`config.mk`:
```
export PLATFORM = sky130hd
export DESIGN_NAME = backup_restore_ctrl_flat
export DESIGN_NICKNAME = d
export VERILOG_FILES = /design/src/rtl/backup_restore_ctrl_if.sv /design/src/rtl/backup_restore_ctrl.sv /design/src/flat_wrapper.sv
export SDC_FILE = /design/constraint.sdc
export NUM_CORES = 1
export LEC_CHECK = 0
export CAP_MARGIN = 20
export CORE_AREA = 4 4 155 157
export CTS_CLUSTER_SIZE = 8
export DETAILED_ROUTE_END_ITERATION = 6
export DIE_AREA = 0 0 159 161
export PLACE_DENSITY = 0.7
export SLEW_MARGIN = 10
export SYNTH_ARGS = -nofsm -noshare
export SYNTH_HDL_FRONTEND = slang
export SYNTH_SLANG_ARGS = --single-unit
```
`constraint.sdc`:
```
create_clock -name Clk -period 3.59 [get_ports Clk]
set_input_delay 0.5385 -clock Clk [delete_from_list [all_inputs] [get_ports Clk]]
set_output_delay 0.5385 -clock Clk [all_outputs]
set_load 0.02 [all_outputs]
```
`src/rtl/backup_restore_ctrl_if.sv`:
```
// Handshake bundle between the backup/restore controller and the wrapped registers + NVM.
// master = controller side, slave = register wrappers / NVM side.
interface backup_restore_ctrl_if #(
  parameter int unsigned NUM_REGS = 8,
  parameter int unsigned WIDTH    = 32,
  parameter int unsigned ADDR_W   = 4
);
  logic                      Bkp_req;
  logic                      Rstr_req;
  logic [NUM_REGS-1:0]       Dirty_val;
  logic [NUM_REGS-1:0]       Backup_en;
  logic [NUM_REGS-1:0]       Backup_ack;
  logic [NUM_REGS*WIDTH-1:0] Backup_Vout;
  logic [NUM_REGS-1:0]       Rst_DrtyCtrl;
  logic [NUM_REGS-1:0]       Restore_en;
  logic [WIDTH-1:0]          Restore_Vin;
  logic                      nvm_wr_en;
  logic                      nvm_rd_en;
  logic [ADDR_W-1:0]         nvm_addr;
  logic [WIDTH-1:0]          nvm_wdata;
  logic [WIDTH-1:0]          nvm_rdata;
  logic                      nvm_ack;
  logic                      stand_by;
  logic                      Done;
  logic                      Rstr_fail;

  modport master (
    input  Bkp_req, Rstr_req, Dirty_val, Backup_ack, Backup_Vout, nvm_rdata, nvm_ack,
    output Backup_en, Rst_DrtyCtrl, Restore_en, Restore_Vin, nvm_wr_en, nvm_rd_en, nvm_addr,
           nvm_wdata, stand_by, Done, Rstr_fail
  );

  modport slave (
    output Bkp_req, Rstr_req, Dirty_val, Backup_ack, Backup_Vout, nvm_rdata, nvm_ack,
    input  Backup_en, Rst_DrtyCtrl, Restore_en, Restore_Vin, nvm_wr_en, nvm_rd_en, nvm_addr,
           nvm_wdata, stand_by, Done, Rstr_fail
  );
endinterface

```
`src/rtl/backup_restore_ctrl.sv`:
```
// Backup/restore initiator: copies dirty registers to NVM on power-fail and restores all
// registers from NVM on power-good, guarded by a checkpoint marker word.
module backup_restore_ctrl #(
  parameter int unsigned NUM_REGS = 8,
  parameter int unsigned WIDTH    = 32,
  parameter int unsigned ADDR_W   = 4,
  parameter logic [31:0] MARKER   = 32'hA5A55A5A
) (
  input  logic                         Clk,
  input  logic                         Rst,
  backup_restore_ctrl_if.master        bus_io
);

  localparam logic [WIDTH-1:0]  MarkerW  = WIDTH'(MARKER);
  localparam logic [ADDR_W-1:0] MarkAddr = ADDR_W'(NUM_REGS);
  localparam logic [ADDR_W-1:0] LastIdx  = ADDR_W'(NUM_REGS - 1);
  localparam logic [ADDR_W-1:0] IdxOne   = ADDR_W'(1);

  typedef enum logic [3:0] {
    StIdle, StBkInv, StBkScan, StBkReq, StBkWr, StBkMark, StRsChk, StRsRd, StRsWr, StDone
  } state_e;

  state_e              state_q;
  logic [ADDR_W-1:0]   idx_q;
  logic [NUM_REGS-1:0] backup_en_q, rst_drty_q, restore_en_q;
  logic [WIDTH-1:0]    restore_vin_q, wdata_q;
  logic [ADDR_W-1:0]   addr_q;
  logic                wr_en_q, rd_en_q, stand_by_q, done_q, fail_q;

  logic [NUM_REGS-1:0] idx_oh;
  logic [WIDTH-1:0]    vout_sel;
  logic                dirty_sel, ack_sel;

  // idx_oh is all-zero once idx reaches NUM_REGS, so dirty/ack selection is safe there
  always_comb begin
    idx_oh    = NUM_REGS'(1) << idx_q;
    vout_sel  = WIDTH'(bus_io.Backup_Vout >> (32'(idx_q) * WIDTH));
    dirty_sel = |(bus_io.Dirty_val & idx_oh);
    ack_sel   = |(bus_io.Backup_ack & idx_oh);
  end

  always_ff @(posedge Clk or posedge Rst) begin
    if (Rst) begin
      state_q       <= StIdle;
      idx_q         <= '0;
      backup_en_q   <= '0;
      rst_drty_q    <= '0;
      restore_en_q  <= '0;
      restore_vin_q <= '0;
      wdata_q       <= '0;
      addr_q        <= '0;
      wr_en_q       <= 1'b0;
      rd_en_q       <= 1'b0;
      stand_by_q    <= 1'b0;
      done_q        <= 1'b0;
      fail_q        <= 1'b0;
    end else begin
      rst_drty_q   <= '0;
      restore_en_q <= '0;
      done_q       <= 1'b0;
      fail_q       <= 1'b0;
      case (state_q)
        StIdle: begin
          if (bus_io.Bkp_req) begin
            // Invalidate the marker first so a torn backup is never restored
            state_q    <= StBkInv;
            stand_by_q <= 1'b1;
            wr_en_q    <= 1'b1;
            addr_q     <= MarkAddr;
            wdata_q    <= '0;
          end else if (bus_io.Rstr_req) begin
            state_q    <= StRsChk;
            stand_by_q <= 1'b1;
            rd_en_q    <= 1'b1;
            addr_q     <= MarkAddr;
          end
        end
        StBkInv: begin
          if (bus_io.nvm_ack) begin
            wr_en_q <= 1'b0;
            idx_q   <= '0;
            state_q <= StBkScan;
          end
        end
        StBkScan: begin
          if (idx_q == MarkAddr) begin
            state_q <= StBkMark;
            wr_en_q <= 1'b1;
            addr_q  <= MarkAddr;
            wdata_q <= MarkerW;
          end else if (dirty_sel) begin
            state_q     <= StBkReq;
            backup_en_q <= idx_oh;
          end else begin
            idx_q <= idx_q + IdxOne;
          end
        end
        StBkReq: begin
          if (ack_sel) begin
            backup_en_q <= '0;
            wdata_q     <= vout_sel;
            wr_en_q     <= 1'b1;
            addr_q      <= idx_q;
            state_q     <= StBkWr;
          end
        end
        StBkWr: begin
          if (bus_io.nvm_ack) begin
            wr_en_q    <= 1'b0;
            rst_drty_q <= idx_oh;
            idx_q      <= idx_q + IdxOne;
            state_q    <= StBkScan;
          end
        end
        StBkMark: begin
          if (bus_io.nvm_ack) begin
            wr_en_q <= 1'b0;
            done_q  <= 1'b1;
            state_q <= StDone;
          end
        end
        StRsChk: begin
          if (bus_io.nvm_ack) begin
            if (bus_io.nvm_rdata == MarkerW) begin
              // Read request stays asserted and moves straight on to register 0
              idx_q   <= '0;
              addr_q  <= '0;
              state_q <= StRsRd;
            end else begin
              rd_en_q    <= 1'b0;
              fail_q     <= 1'b1;
              stand_by_q <= 1'b0;
              state_q    <= StIdle;
            end
          end
        end
        StRsRd: begin
          if (bus_io.nvm_ack) begin
            rd_en_q       <= 1'b0;
            restore_vin_q <= bus_io.nvm_rdata;
            restore_en_q  <= idx_oh;
            state_q       <= StRsWr;
          end
        end
        StRsWr: begin
          if (idx_q == LastIdx) begin
            done_q  <= 1'b1;
            state_q <= StDone;
          end else begin
            idx_q   <= idx_q + IdxOne;
            addr_q  <= idx_q + IdxOne;
            rd_en_q <= 1'b1;
            state_q <= StRsRd;
          end
        end
        StDone: begin
          stand_by_q <= 1'b0;
          state_q    <= StIdle;
        end
        default: state_q <= StIdle;
      endcase
    end
  end

  assign bus_io.Backup_en    = backup_en_q;
  assign bus_io.Rst_DrtyCtrl = rst_drty_q;
  assign bus_io.Restore_en   = restore_en_q;
  assign bus_io.Restore_Vin  = restore_vin_q;
  assign bus_io.nvm_wr_en    = wr_en_q;
  assign bus_io.nvm_rd_en    = rd_en_q;
  assign bus_io.nvm_addr     = addr_q;
  assign bus_io.nvm_wdata    = wdata_q;
  assign bus_io.stand_by     = stand_by_q;
  assign bus_io.Done         = done_q;
  assign bus_io.Rstr_fail    = fail_q;

endmodule

```
`src/flat_wrapper.sv`:
```
// flat-port wrapper written by rule: the top's interface ports become plain ports
module backup_restore_ctrl_flat 
#(
  parameter int unsigned NUM_REGS = 8,
  parameter int unsigned WIDTH    = 32,
  parameter int unsigned ADDR_W   = 4,
  parameter logic [31:0] MARKER   = 32'hA5A55A5A
)
  (Clk, Rst, bus_io_Bkp_req, bus_io_Rstr_req, bus_io_Dirty_val, bus_io_Backup_ack, bus_io_Backup_Vout, bus_io_nvm_rdata, bus_io_nvm_ack, bus_io_Backup_en, bus_io_Rst_DrtyCtrl, bus_io_Restore_en, bus_io_Restore_Vin, bus_io_nvm_wr_en, bus_io_nvm_rd_en, bus_io_nvm_addr, bus_io_nvm_wdata, bus_io_stand_by, bus_io_Done, bus_io_Rstr_fail);
  backup_restore_ctrl_if #(.NUM_REGS(NUM_REGS), .WIDTH(WIDTH), .ADDR_W(ADDR_W)) bus_io_i ();
  input  logic Clk;
  input  logic Rst;
  input wire logic [$bits(bus_io_i.Bkp_req)-1:0] bus_io_Bkp_req;
  input wire logic [$bits(bus_io_i.Rstr_req)-1:0] bus_io_Rstr_req;
  input wire logic [$bits(bus_io_i.Dirty_val)-1:0] bus_io_Dirty_val;
  input wire logic [$bits(bus_io_i.Backup_ack)-1:0] bus_io_Backup_ack;
  input wire logic [$bits(bus_io_i.Backup_Vout)-1:0] bus_io_Backup_Vout;
  input wire logic [$bits(bus_io_i.nvm_rdata)-1:0] bus_io_nvm_rdata;
  input wire logic [$bits(bus_io_i.nvm_ack)-1:0] bus_io_nvm_ack;
  output wire logic [$bits(bus_io_i.Backup_en)-1:0] bus_io_Backup_en;
  output wire logic [$bits(bus_io_i.Rst_DrtyCtrl)-1:0] bus_io_Rst_DrtyCtrl;
  output wire logic [$bits(bus_io_i.Restore_en)-1:0] bus_io_Restore_en;
  output wire logic [$bits(bus_io_i.Restore_Vin)-1:0] bus_io_Restore_Vin;
  output wire logic [$bits(bus_io_i.nvm_wr_en)-1:0] bus_io_nvm_wr_en;
  output wire logic [$bits(bus_io_i.nvm_rd_en)-1:0] bus_io_nvm_rd_en;
  output wire logic [$bits(bus_io_i.nvm_addr)-1:0] bus_io_nvm_addr;
  output wire logic [$bits(bus_io_i.nvm_wdata)-1:0] bus_io_nvm_wdata;
  output wire logic [$bits(bus_io_i.stand_by)-1:0] bus_io_stand_by;
  output wire logic [$bits(bus_io_i.Done)-1:0] bus_io_Done;
  output wire logic [$bits(bus_io_i.Rstr_fail)-1:0] bus_io_Rstr_fail;
  assign bus_io_i.Bkp_req = bus_io_Bkp_req;
  assign bus_io_i.Rstr_req = bus_io_Rstr_req;
  assign bus_io_i.Dirty_val = bus_io_Dirty_val;
  assign bus_io_i.Backup_ack = bus_io_Backup_ack;
  assign bus_io_i.Backup_Vout = bus_io_Backup_Vout;
  assign bus_io_i.nvm_rdata = bus_io_nvm_rdata;
  assign bus_io_i.nvm_ack = bus_io_nvm_ack;
  assign bus_io_Backup_en = bus_io_i.Backup_en;
  assign bus_io_Rst_DrtyCtrl = bus_io_i.Rst_DrtyCtrl;
  assign bus_io_Restore_en = bus_io_i.Restore_en;
  assign bus_io_Restore_Vin = bus_io_i.Restore_Vin;
  assign bus_io_nvm_wr_en = bus_io_i.nvm_wr_en;
  assign bus_io_nvm_rd_en = bus_io_i.nvm_rd_en;
  assign bus_io_nvm_addr = bus_io_i.nvm_addr;
  assign bus_io_nvm_wdata = bus_io_i.nvm_wdata;
  assign bus_io_stand_by = bus_io_i.stand_by;
  assign bus_io_Done = bus_io_i.Done;
  assign bus_io_Rstr_fail = bus_io_i.Rstr_fail;
  backup_restore_ctrl #(.NUM_REGS(NUM_REGS), .WIDTH(WIDTH), .ADDR_W(ADDR_W), .MARKER(MARKER)) u_core (.Clk(Clk), .Rst(Rst), .bus_io(bus_io_i));
endmodule
```
=== Word-level counts from Yosys, hierarchy flattened ===
Index checks and enable logic that the tools add are counted.
W data, S select, Z words.

* Add/sub/neg operators: 1
* Equal/unequal tests: 32
* Shifts and indexed selects: 2
* Multiplexer cells: 55
* Bitwise logic cells: 2
* Reductions and logical operators: 21

{| class="wikitable"
|+ Operator list
! cell !! count
|-
| $shr A256 B9 Y32 || 1
|-
| $mux W32 || 3
|-
| $pmux W32 S3 || 1
|-
| $mux W4 || 21
|-
| $mux W8 || 6
|-
| $pmux W4 S5 || 2
|-
| $eq A32 B32 Y1 const B || 1
|-
| $pmux W4 S8 || 1
|-
| $ne A2 B2 Y1 const B || 12
|-
| $reduce_and A7 Y1 || 3
|-
| $eq A4 B3 Y1 const B || 5
|-
| $and A8 B8 Y8 || 2
|-
| $pmux W8 S2 || 1
|-
| $reduce_or A8 Y1 || 2
|-
| $mux W1 || 15
|-
| $eq A4 B4 Y1 const B || 3
|-
| $ne A2 B1 Y1 const B || 6
|-
| $reduce_and A4 Y1 || 3
|-
| $reduce_bool A5 Y1 || 2
|-
| $eq A4 B2 Y1 const B || 2
|-
| $pmux W1 S4 || 2
|-
| $reduce_and A8 Y1 || 1
|-
| $reduce_bool A4 Y1 || 2
|-
| $shl A1 B4 Y8 const A || 1
|-
| 14 further kinds || 15
|}

* Flip-flop bits (word level): 105
* Bits of input ports: 309
* Output and inout port bits: 97

=== Longest topological paths before layout ===
Gate-level depths: netlist of run 1.

* Depth after elaboration: 6
* Mapped depth: 13

=== Worst setup path after synthesis of run 1 ===
Ideal clock, no wire load.

* Path type: register to register
* Start point: register u_core.idx_q[1]
* End point: register u_core.idx_q[0]
* Library setup time: 125 ps
* Data arrival time: 2677 ps
* Data required time: 3465 ps
* Slack: 788 ps
* Stages on the path, launching flop included: 11
* Path through: dfrtp_1 clkbuf_1 buf_2 buf_1 inv_1 ha_1 a22o_1 o2bb2ai_1 o21ai_1 nand4b_1 mux2_2

* Cells in the longest elaborated chain, start to end: 5
* Elaborated cells on any way between the ends: 9
* Those cells by class: eq/ne: 5; shift: 1; bitwise: 1; reduce/logical: 2

{| class="wikitable"
|+ RTL lines
! item !! RTL line !! RTL
|-
| from (decl) || backup_restore_ctrl.sv:24 || <nowiki>logic [ADDR_W-1:0] idx_q;</nowiki>
|-
| from (signal assigned) || backup_restore_ctrl.sv:95 || <nowiki>idx_q <= idx_q + IdxOne;</nowiki>
|-
| from (signal assigned) || backup_restore_ctrl.sv:111 || <nowiki>idx_q <= idx_q + IdxOne;</nowiki>
|-
| from (signal assigned) || backup_restore_ctrl.sv:150 || <nowiki>idx_q <= idx_q + IdxOne;</nowiki>
|-
| $shl A1 B4 Y8 || backup_restore_ctrl.sv:36 || <nowiki>idx_oh = NUM_REGS'(1) << idx_q;</nowiki>
|-
| $and A8 B8 Y8 || backup_restore_ctrl.sv:38 || <nowiki>dirty_sel = |(bus_io.Dirty_val & idx_oh);</nowiki>
|-
| $reduce_or A8 Y1 || backup_restore_ctrl.sv:38 ||
|-
| $ne A2 B2 Y1 (no line) || -- ||
|-
| $reduce_and A8 Y1 (no line) (*) || -- ||
|}

Mark *: on every way between the ends. The rest lies on a longest branch, timed or not.
A chain may end at the register's enable or synchronous reset.

=== Worst setup path after layout of run 1 ===
* Start point: register u_core.idx_q[1]
* End point: register u_core.wdata_q[7] (netlist: u_core.bus_io.nvm_wdata[7])

* Cells in the longest elaborated chain, start to end: 5
* Elaborated cells on any way between the ends: 10
* Those cells by class: eq/ne: 3; shift: 2; mux: 2; bitwise: 1; reduce/logical: 2

{| class="wikitable"
|+ RTL lines
! item !! RTL line !! RTL
|-
| branches (longest 5 deep; another with $shr A256 B9 Y32) || -- ||
|-
| to (signal assigned) || backup_restore_ctrl.sv:90 || <nowiki>wdata_q <= MarkerW;</nowiki>
|-
| to (signal assigned) || backup_restore_ctrl.sv:101 || <nowiki>wdata_q <= vout_sel;</nowiki>
|-
| to (decl) || backup_restore_ctrl.sv:26 || <nowiki>logic [WIDTH-1:0] restore_vin_q, wdata_q;</nowiki>
|}

Parallel ways; which one is timed is not known. The select of a mux whose other input is x is not followed.

==> results of run 1 <==
report_power, final:
part	internal (uW)	switching (uW)
Combinational	2270	2230
Sequential	1600	260
Clock	508	523
Total	4380	3010
registers in the layout, summed over array words and instances, names as in the netlist:
register                    cells
u_core.bus_io.Restore_en        8
u_core.bus_io.Backup_en         8
u_core.bus_io.Restore_Vin      32
u_core.idx_q                    4
u_core.bus_io.Rstr_fail         1
u_core.bus_io.Done              1
u_core.bus_io.nvm_wr_en         1
u_core.state_q                  4
u_core.bus_io.nvm_rd_en         1
u_core.bus_io.Rst_DrtyCtrl      8
u_core.bus_io.nvm_addr          4
u_core.bus_io.stand_by          1
u_core.bus_io.nvm_wdata        32
layout make-up:
type	count	area (sq um)
tap	285	357
fill	2047	11100
clock inverter	7	88.8
sequential	105	2640
antenna	2	5.00
clock buffer	9	225
multi-input combinational	394	3850
inverter	17	66.3
timing repair buffer	422	4180
cell usage after synthesis, types with 3 or more instances:
library cell | number | area share
a21oi_1 | 29 | 0.022
a22o_1 | 4 | 0.0052
a22oi_1 | 3 | 0.0033
a31oi_1 | 5 | 0.0046
buf_1 | 8 | 0.0045
buf_2 | 14 | 0.010
buf_4 | 3 | 0.0033
clkbuf_1 | 24 | 0.013
dfrtp_1 | 105 | 0.39
ha_1 | 6 | 0.011
inv_1 | 15 | 0.0083
mux2_1 | 7 | 0.012
mux2_2 | 51 | 0.085
mux2i_1 | 18 | 0.027
mux4_2 | 64 | 0.21
nand2_1 | 45 | 0.025
nand2b_1 | 10 | 0.0093
nand3_1 | 6 | 0.0045
nand3b_1 | 4 | 0.0045
nand4b_1 | 3 | 0.0039
nand4bb_1 | 5 | 0.0083
nor2_1 | 36 | 0.020
nor2b_1 | 4 | 0.0037
nor3_1 | 5 | 0.0037
o21ai_0 | 21 | 0.016
o22a_1 | 16 | 0.021
o22ai_1 | 9 | 0.0083
routing by layer:
layer	global-route usage	share of wire	vias up
li1	-	-	2917
met1	0.245	0.38	3150
met2	0.386	0.53	285
met3	0.0508	0.065	36
met4	0.0671	0.025	2
met5	0	0.00047	-
cell families after synthesis:
group                      count (synthesis)
xor gates and xnor gates                   3
buffers and inverters                     66
adders and majority gates                  6
AOI/OAI and AO/OA                        105
and+or+nand+nor                          140
DFF                                      105
muxes                                    140
worst max-delay path, delay by kind of cell, from the launching register on:
kind,cells,cell delay [ns]
AND/OR/NAND/NOR,1,0.21
flip-flops,1,0.57
adder cells (fa/ha/maj),2,0.49
AO/OA/AOI/OAI,3,1.05
multiplexers,1,0.42
layout by cell type (no fill, tap or decap), types with 3 or more instances in the layout:
master,n
nand4b_1,3
a22o_1,4
o22ai_1,9
nand3_1,6
mux2_2,51
a31oi_1,4
o22a_1,16
nand2b_1,10
buf_4,17
dfrtp_1,103
ha_1,6
nand3b_1,4
a22oi_1,3
clkbuf_16,9
inv_1,14
mux2_1,7
mux2i_1,18
nor3_1,5
a21oi_1,29
nand2_1,45
o21ai_0,21
clkdlybuf4s50_1,405
nand4bb_1,5
nor2b_1,4
mux4_2,64
nor2_1,35
through the flow:
step	area [sq um]	instances	hold slack [ns]
after detailed placement	11100	1223	0.479
after global routing	11400	1241	0.512
after global placement	11100	1223	0.477
after floorplan	6740	565	0.605
final	11400	1241	0.496
after CTS	11400	1239	0.500
worst paths after layout:
check                                                from                            end  slack, ns  cells after the start
worst max-delay path                      u_core.idx_q[1]     u_core.bus_io.nvm_wdata[7]       0.72                      7
worst min-delay path            u_core.bus_io.nvm_addr[0]      u_core.bus_io.nvm_addr[0]       0.50                      1
worst max register to register            u_core.idx_q[1]     u_core.bus_io.nvm_wdata[7]       0.72                      7
worst min register to register  u_core.bus_io.nvm_addr[0]      u_core.bus_io.nvm_addr[0]       0.50                      1
max in group asynchronous                             Rst    u_core.bus_io.nvm_wdata[21]       2.21                      3
min in group asynchronous                             Rst  u_core.bus_io.Restore_Vin[31]       0.57                      2
==> results.yml, run 1 <==
status:
  outcome: "finished, final reports clean"
clock_tree:
  h-tree-depth: 3
  cts_setup_buffers: 0
  clock_sinks: 105
  post_cts_resized: 0
  cts-root-buf: "clkbuf_16"
  cts_tree: "done"
  ctsLongestPathBuffers: 2
  cts_buffers: 9
  path_clk_slew_ns: 0.08
  clock_latency_ns: 0.35
  cts_hold_buf: 0
route:
  drtPass1Iterations: 4
  vias: 6390
  detail-route-antenna-nets: 0
  initialDrtViolationCount: 461
  totalWireLength_microns: 27900
  route.detailed.vias_per_inst: 5.15
  wl_per_cell_microns: 22.5
  route.detailed.drc: 0
logic_synthesis:
  syn_area_sq_um: 6740
  synth-edff-count: 0
  ys_types: 64
  synthAdderAreaFrac: 0.0111
  yosys_warnings: 0
  synthMuxAreaShare: 0.337
  syn-num-nets: 880
  yosys.area_share.simple: 0.116
  synth-xor-area-share: 0.00390
  seq_area_frac_synth: 0.390
  synth_ff_type: "dfrtp_1"
  syn-instance-count: 565
  synth_compound_area_frac: 0.101
  async_reset_ff_frac: 1.00
  synth-seq-cells: 105
  synth_top_family_by_area: "multiplexers"
  synth.avg_cell_area_sq_um: 11.9
timing:
  post-route-min-period_ns: 2.87
  tns_ns: 0
  rsz0062_at_grt: "no"
  max_freq_mhz: 349
  period_share: 0.799
  max_slew.worst_pin.slew_ns: 1.00
  clock-skew-final_ns: 0.00950
  finalSetupViolations: 0
  timing.final.hold_violations: 0
  drv_slew: 0
  worst_slack_ns: 0.722
  timing.slew.headroom: 0.331
floorplan:
  die_h_microns: 161
  dieArea_sq_um: 25600
  pin_count: 406
  num_rows: 55
  start_util: 0.300
  core_area_sq_um: 22500
  die_width_microns: 159
cells_and_area:
  layout.nets: 1264
  drive_gt1_frac: 0.171
  syn2layout_area_growth_pct: 69.2
  fin_util: 0.507
worst_hold_path:
  min_path_type: "register to register"
power:
  power_density_nw_per_um2: 647
  ir_worst_vdd_v: 0.000408
  total_power_uw: 7380
  p_leak_uw: 0.00450
placement:
  place.gp.congestion: 0.892
  dp_slack_ns: 0.662
  detailed_place_hpwl_microns: 22900
  port_buffers: 405
grt:
  grt_max_degree: 56
  antenna_found_initial: 3
  grt_pass1_wl_microns: 41700
  grt.total_usage: 0.211
  overflow: 0
  grt_pass1_vias: 7002
worst_setup_path:
  end_kind: "register"
  worstSetupStartpointType: "register"
  slowest_delay_ns: 0.69
  worstPathRequired_ns: 3.83
  crit_slowest_cell: "o21a_2"
  crit_arrival_ns: 3.11
  timing.critical_path.mode_cell: "ha_1"
  crit_type: "register to register"
  cp_max_fo: 33
  crit_chain: "ha_1, ha_1, a22oi_1, and3_1, a21oi_1, o21a_2, mux2_2"
run:
  drv_cap: 0
(Power assumes the default switching activity.)
==> run 2, diff against run 1 <==
==> constraint.sdc (replaced) <==
create_clock -name Clk -period 2.99 [get_ports Clk]
set_input_delay 0.4485 -clock Clk [delete_from_list [all_inputs] [get_ports Clk]]
set_output_delay 0.4485 -clock Clk [all_outputs]
set_load 0.02 [all_outputs]
==> run 2 against run 1 <==
  * Cell count up 0.16%
  * Die area unchanged
  * Global-route usage down 0.32 points
  * Sequential share of layout area is 0.13 points lower
  * First-iteration DRC count rose by 2.2%
  * Largest cell class unchanged
==> results.yml, run 2 (synthesis results as in run 1) <==
worst_setup_path:
  cp_max_fo: 24
  worstSetupStartpointType: "register"
  end_kind: "register"
  timing.critical_path.mode_cell: "ha_1"
  slowest_delay_ns: 0.52
  crit_slowest_cell: "dfrtp_4"
  crit_chain: "ha_1, ha_1, a22oi_1, and3_1, a21oi_1, o21a_2, buf_4, o22a_1"
  crit_arrival_ns: 2.85
  crit_type: "register to register"
  worstPathRequired_ns: 3.23
floorplan:
  die_h_microns: 161
  num_rows: 55
  core_area_sq_um: 22500
  pin_count: 406
  start_util: 0.300
  dieArea_sq_um: 25600
  die_width_microns: 159
cells_and_area:
  multi_input_area_sq_um: 3850
  fillers: 2018
  mostFrequentLayoutCell: "clkdlybuf4s50_1"
  final_cell_mix: "405 x clkdlybuf4s50_1, 103 x dfrtp_1, 64 x mux4_2"
  syn2layout_area_growth_pct: 69.9
  layout.nets: 1267
  seq_area_sq_um: 2630
  drive_gt1_frac: 0.172
  final_cells: 1243
power:
  total_power_uw: 8880
  p_sw_uw: 3590
  comb_power_share: 0.610
  swShare: 0.404
  p_int_uw: 5290
  power_density_nw_per_um2: 775
  seqPwrFrac: 0.254
  p_leak_uw: 0.00452
  p_clk_frac: 0.136
  ir_worst_vdd_v: 0.000401
route:
  detail-route-antenna-nets: 0
  initialDrtViolationCount: 471
  wl_per_cell_microns: 22.3
  vias: 6469
  route.detailed.vias_per_inst: 5.20
  totalWireLength_microns: 27700
  route.detailed.drc: 0
  drtPass1Iterations: 4
clock_tree:
  cts_setup_buffers: 0
  cts-root-buf: "clkbuf_16"
  cts_hold_buf: 0
  cts_buffers: 9
  post_cts_resized: 0
  clock_latency_ns: 0.35
  ctsLongestPathBuffers: 2
  h-tree-depth: 3
  path_clk_slew_ns: 0.08
  clock_sinks: 105
  cts_tree: "done"
timing:
  post-route-min-period_ns: 2.61
  tns_ns: 0
  rsz0062_at_grt: "no"
  timing.final.hold_violations: 0
  hold_slack_ns: 0.495
  period_share: 0.872
  max_slew.worst_pin.slew_ns: 0.816
  drv_slew: 0
  max_freq_mhz: 384
  timing.slew.headroom: 0.455
  finalSetupViolations: 0
  worst_slack_ns: 0.384
  clock-skew-final_ns: 0.00997
run:
  drv_cap: 0
grt:
  grt_pass1_vias: 6764
  grt_max_degree: 59
  grt.total_usage: 0.208
  overflow: 0
  grt_pass1_wl_microns: 41000
  antenna_found_initial: 3
placement:
  dp_slack_ns: 0.235
  dp_cells: 1226
  port_buffers: 405
  detailed_place_hpwl_microns: 22700
  place.gp.congestion: 0.887
worst_hold_path:
  min_path_type: "register to register"
status:
  outcome: "finished, final reports clean"
## run 2: worst max-delay path: cells and delay by family, from the launching register on
kind,cells,cell delay [ns]
AOI/OAI and AO/OA,4,0.97
buffers and inverters,1,0.28
and+or+nand+nor,1,0.22
adders and majority gates,2,0.49
DFF,1,0.52
## run 2: power by group through the flow
stage | Combinational [uW] | Clock (uW) | Sequential [uW]
2_1_floorplan | 2860 | 0 | 2720
3_3_place_gp | 5430 | 0 | 2260
3_5_place_dp | 5480 | 0 | 2280
4_1_cts | 5480 | 1250 | 2260
5_1_grt | 5790 | 1320 | 2330
6_report | 5420 | 1210 | 2250
## run 2: worst paths after layout
check / start / endpoint / slack, ns / cells after the start
worst max register to register: u_core.idx_q[0] / u_core.bus_io.nvm_wdata[12] / 0.38 / 8
max in group asynchronous: Rst / u_core.bus_io.Restore_Vin[30] / 1.71 / 3
min in group asynchronous: Rst / u_core.bus_io.nvm_wdata[4] / 0.60 / 2
worst max-delay path: u_core.idx_q[0] / u_core.bus_io.nvm_wdata[12] / 0.38 / 8
worst min register to register: u_core.bus_io.Restore_Vin[5] / u_core.bus_io.Restore_Vin[5] / 0.50 / 1
worst min-delay path: u_core.bus_io.Restore_Vin[5] / u_core.bus_io.Restore_Vin[5] / 0.50 / 1
## run 2: layer usage
metal / track usage / wire length [microns] / up-vias
met5: 0 / 22 / -
met1: 0.242 / 10300 / 3176
li1: - / - / 2929
met3: 0.0569 / 2280 / 38
met4: 0.0651 / 697 / 4
met2: 0.374 / 14400 / 322
## run 2: cell type report
class                      instances  share of cell area
timing repair buffer             425               0.370
multi-input combinational        394               0.336
sequential                       105               0.230
tap                              285              0.0311
clock buffer                       9              0.0197
clock inverter                     7             0.00753
inverter                          17             0.00590
antenna                            1            0.000218
## run 2: through the flow
stage          area, sq um  utilization
2_1_floorplan         6750            -
3_3_place_gp         11100        0.495
3_5_place_dp         11100        0.495
4_1_cts              11500        0.509
5_1_grt              11500        0.509
6_report             11500        0.509
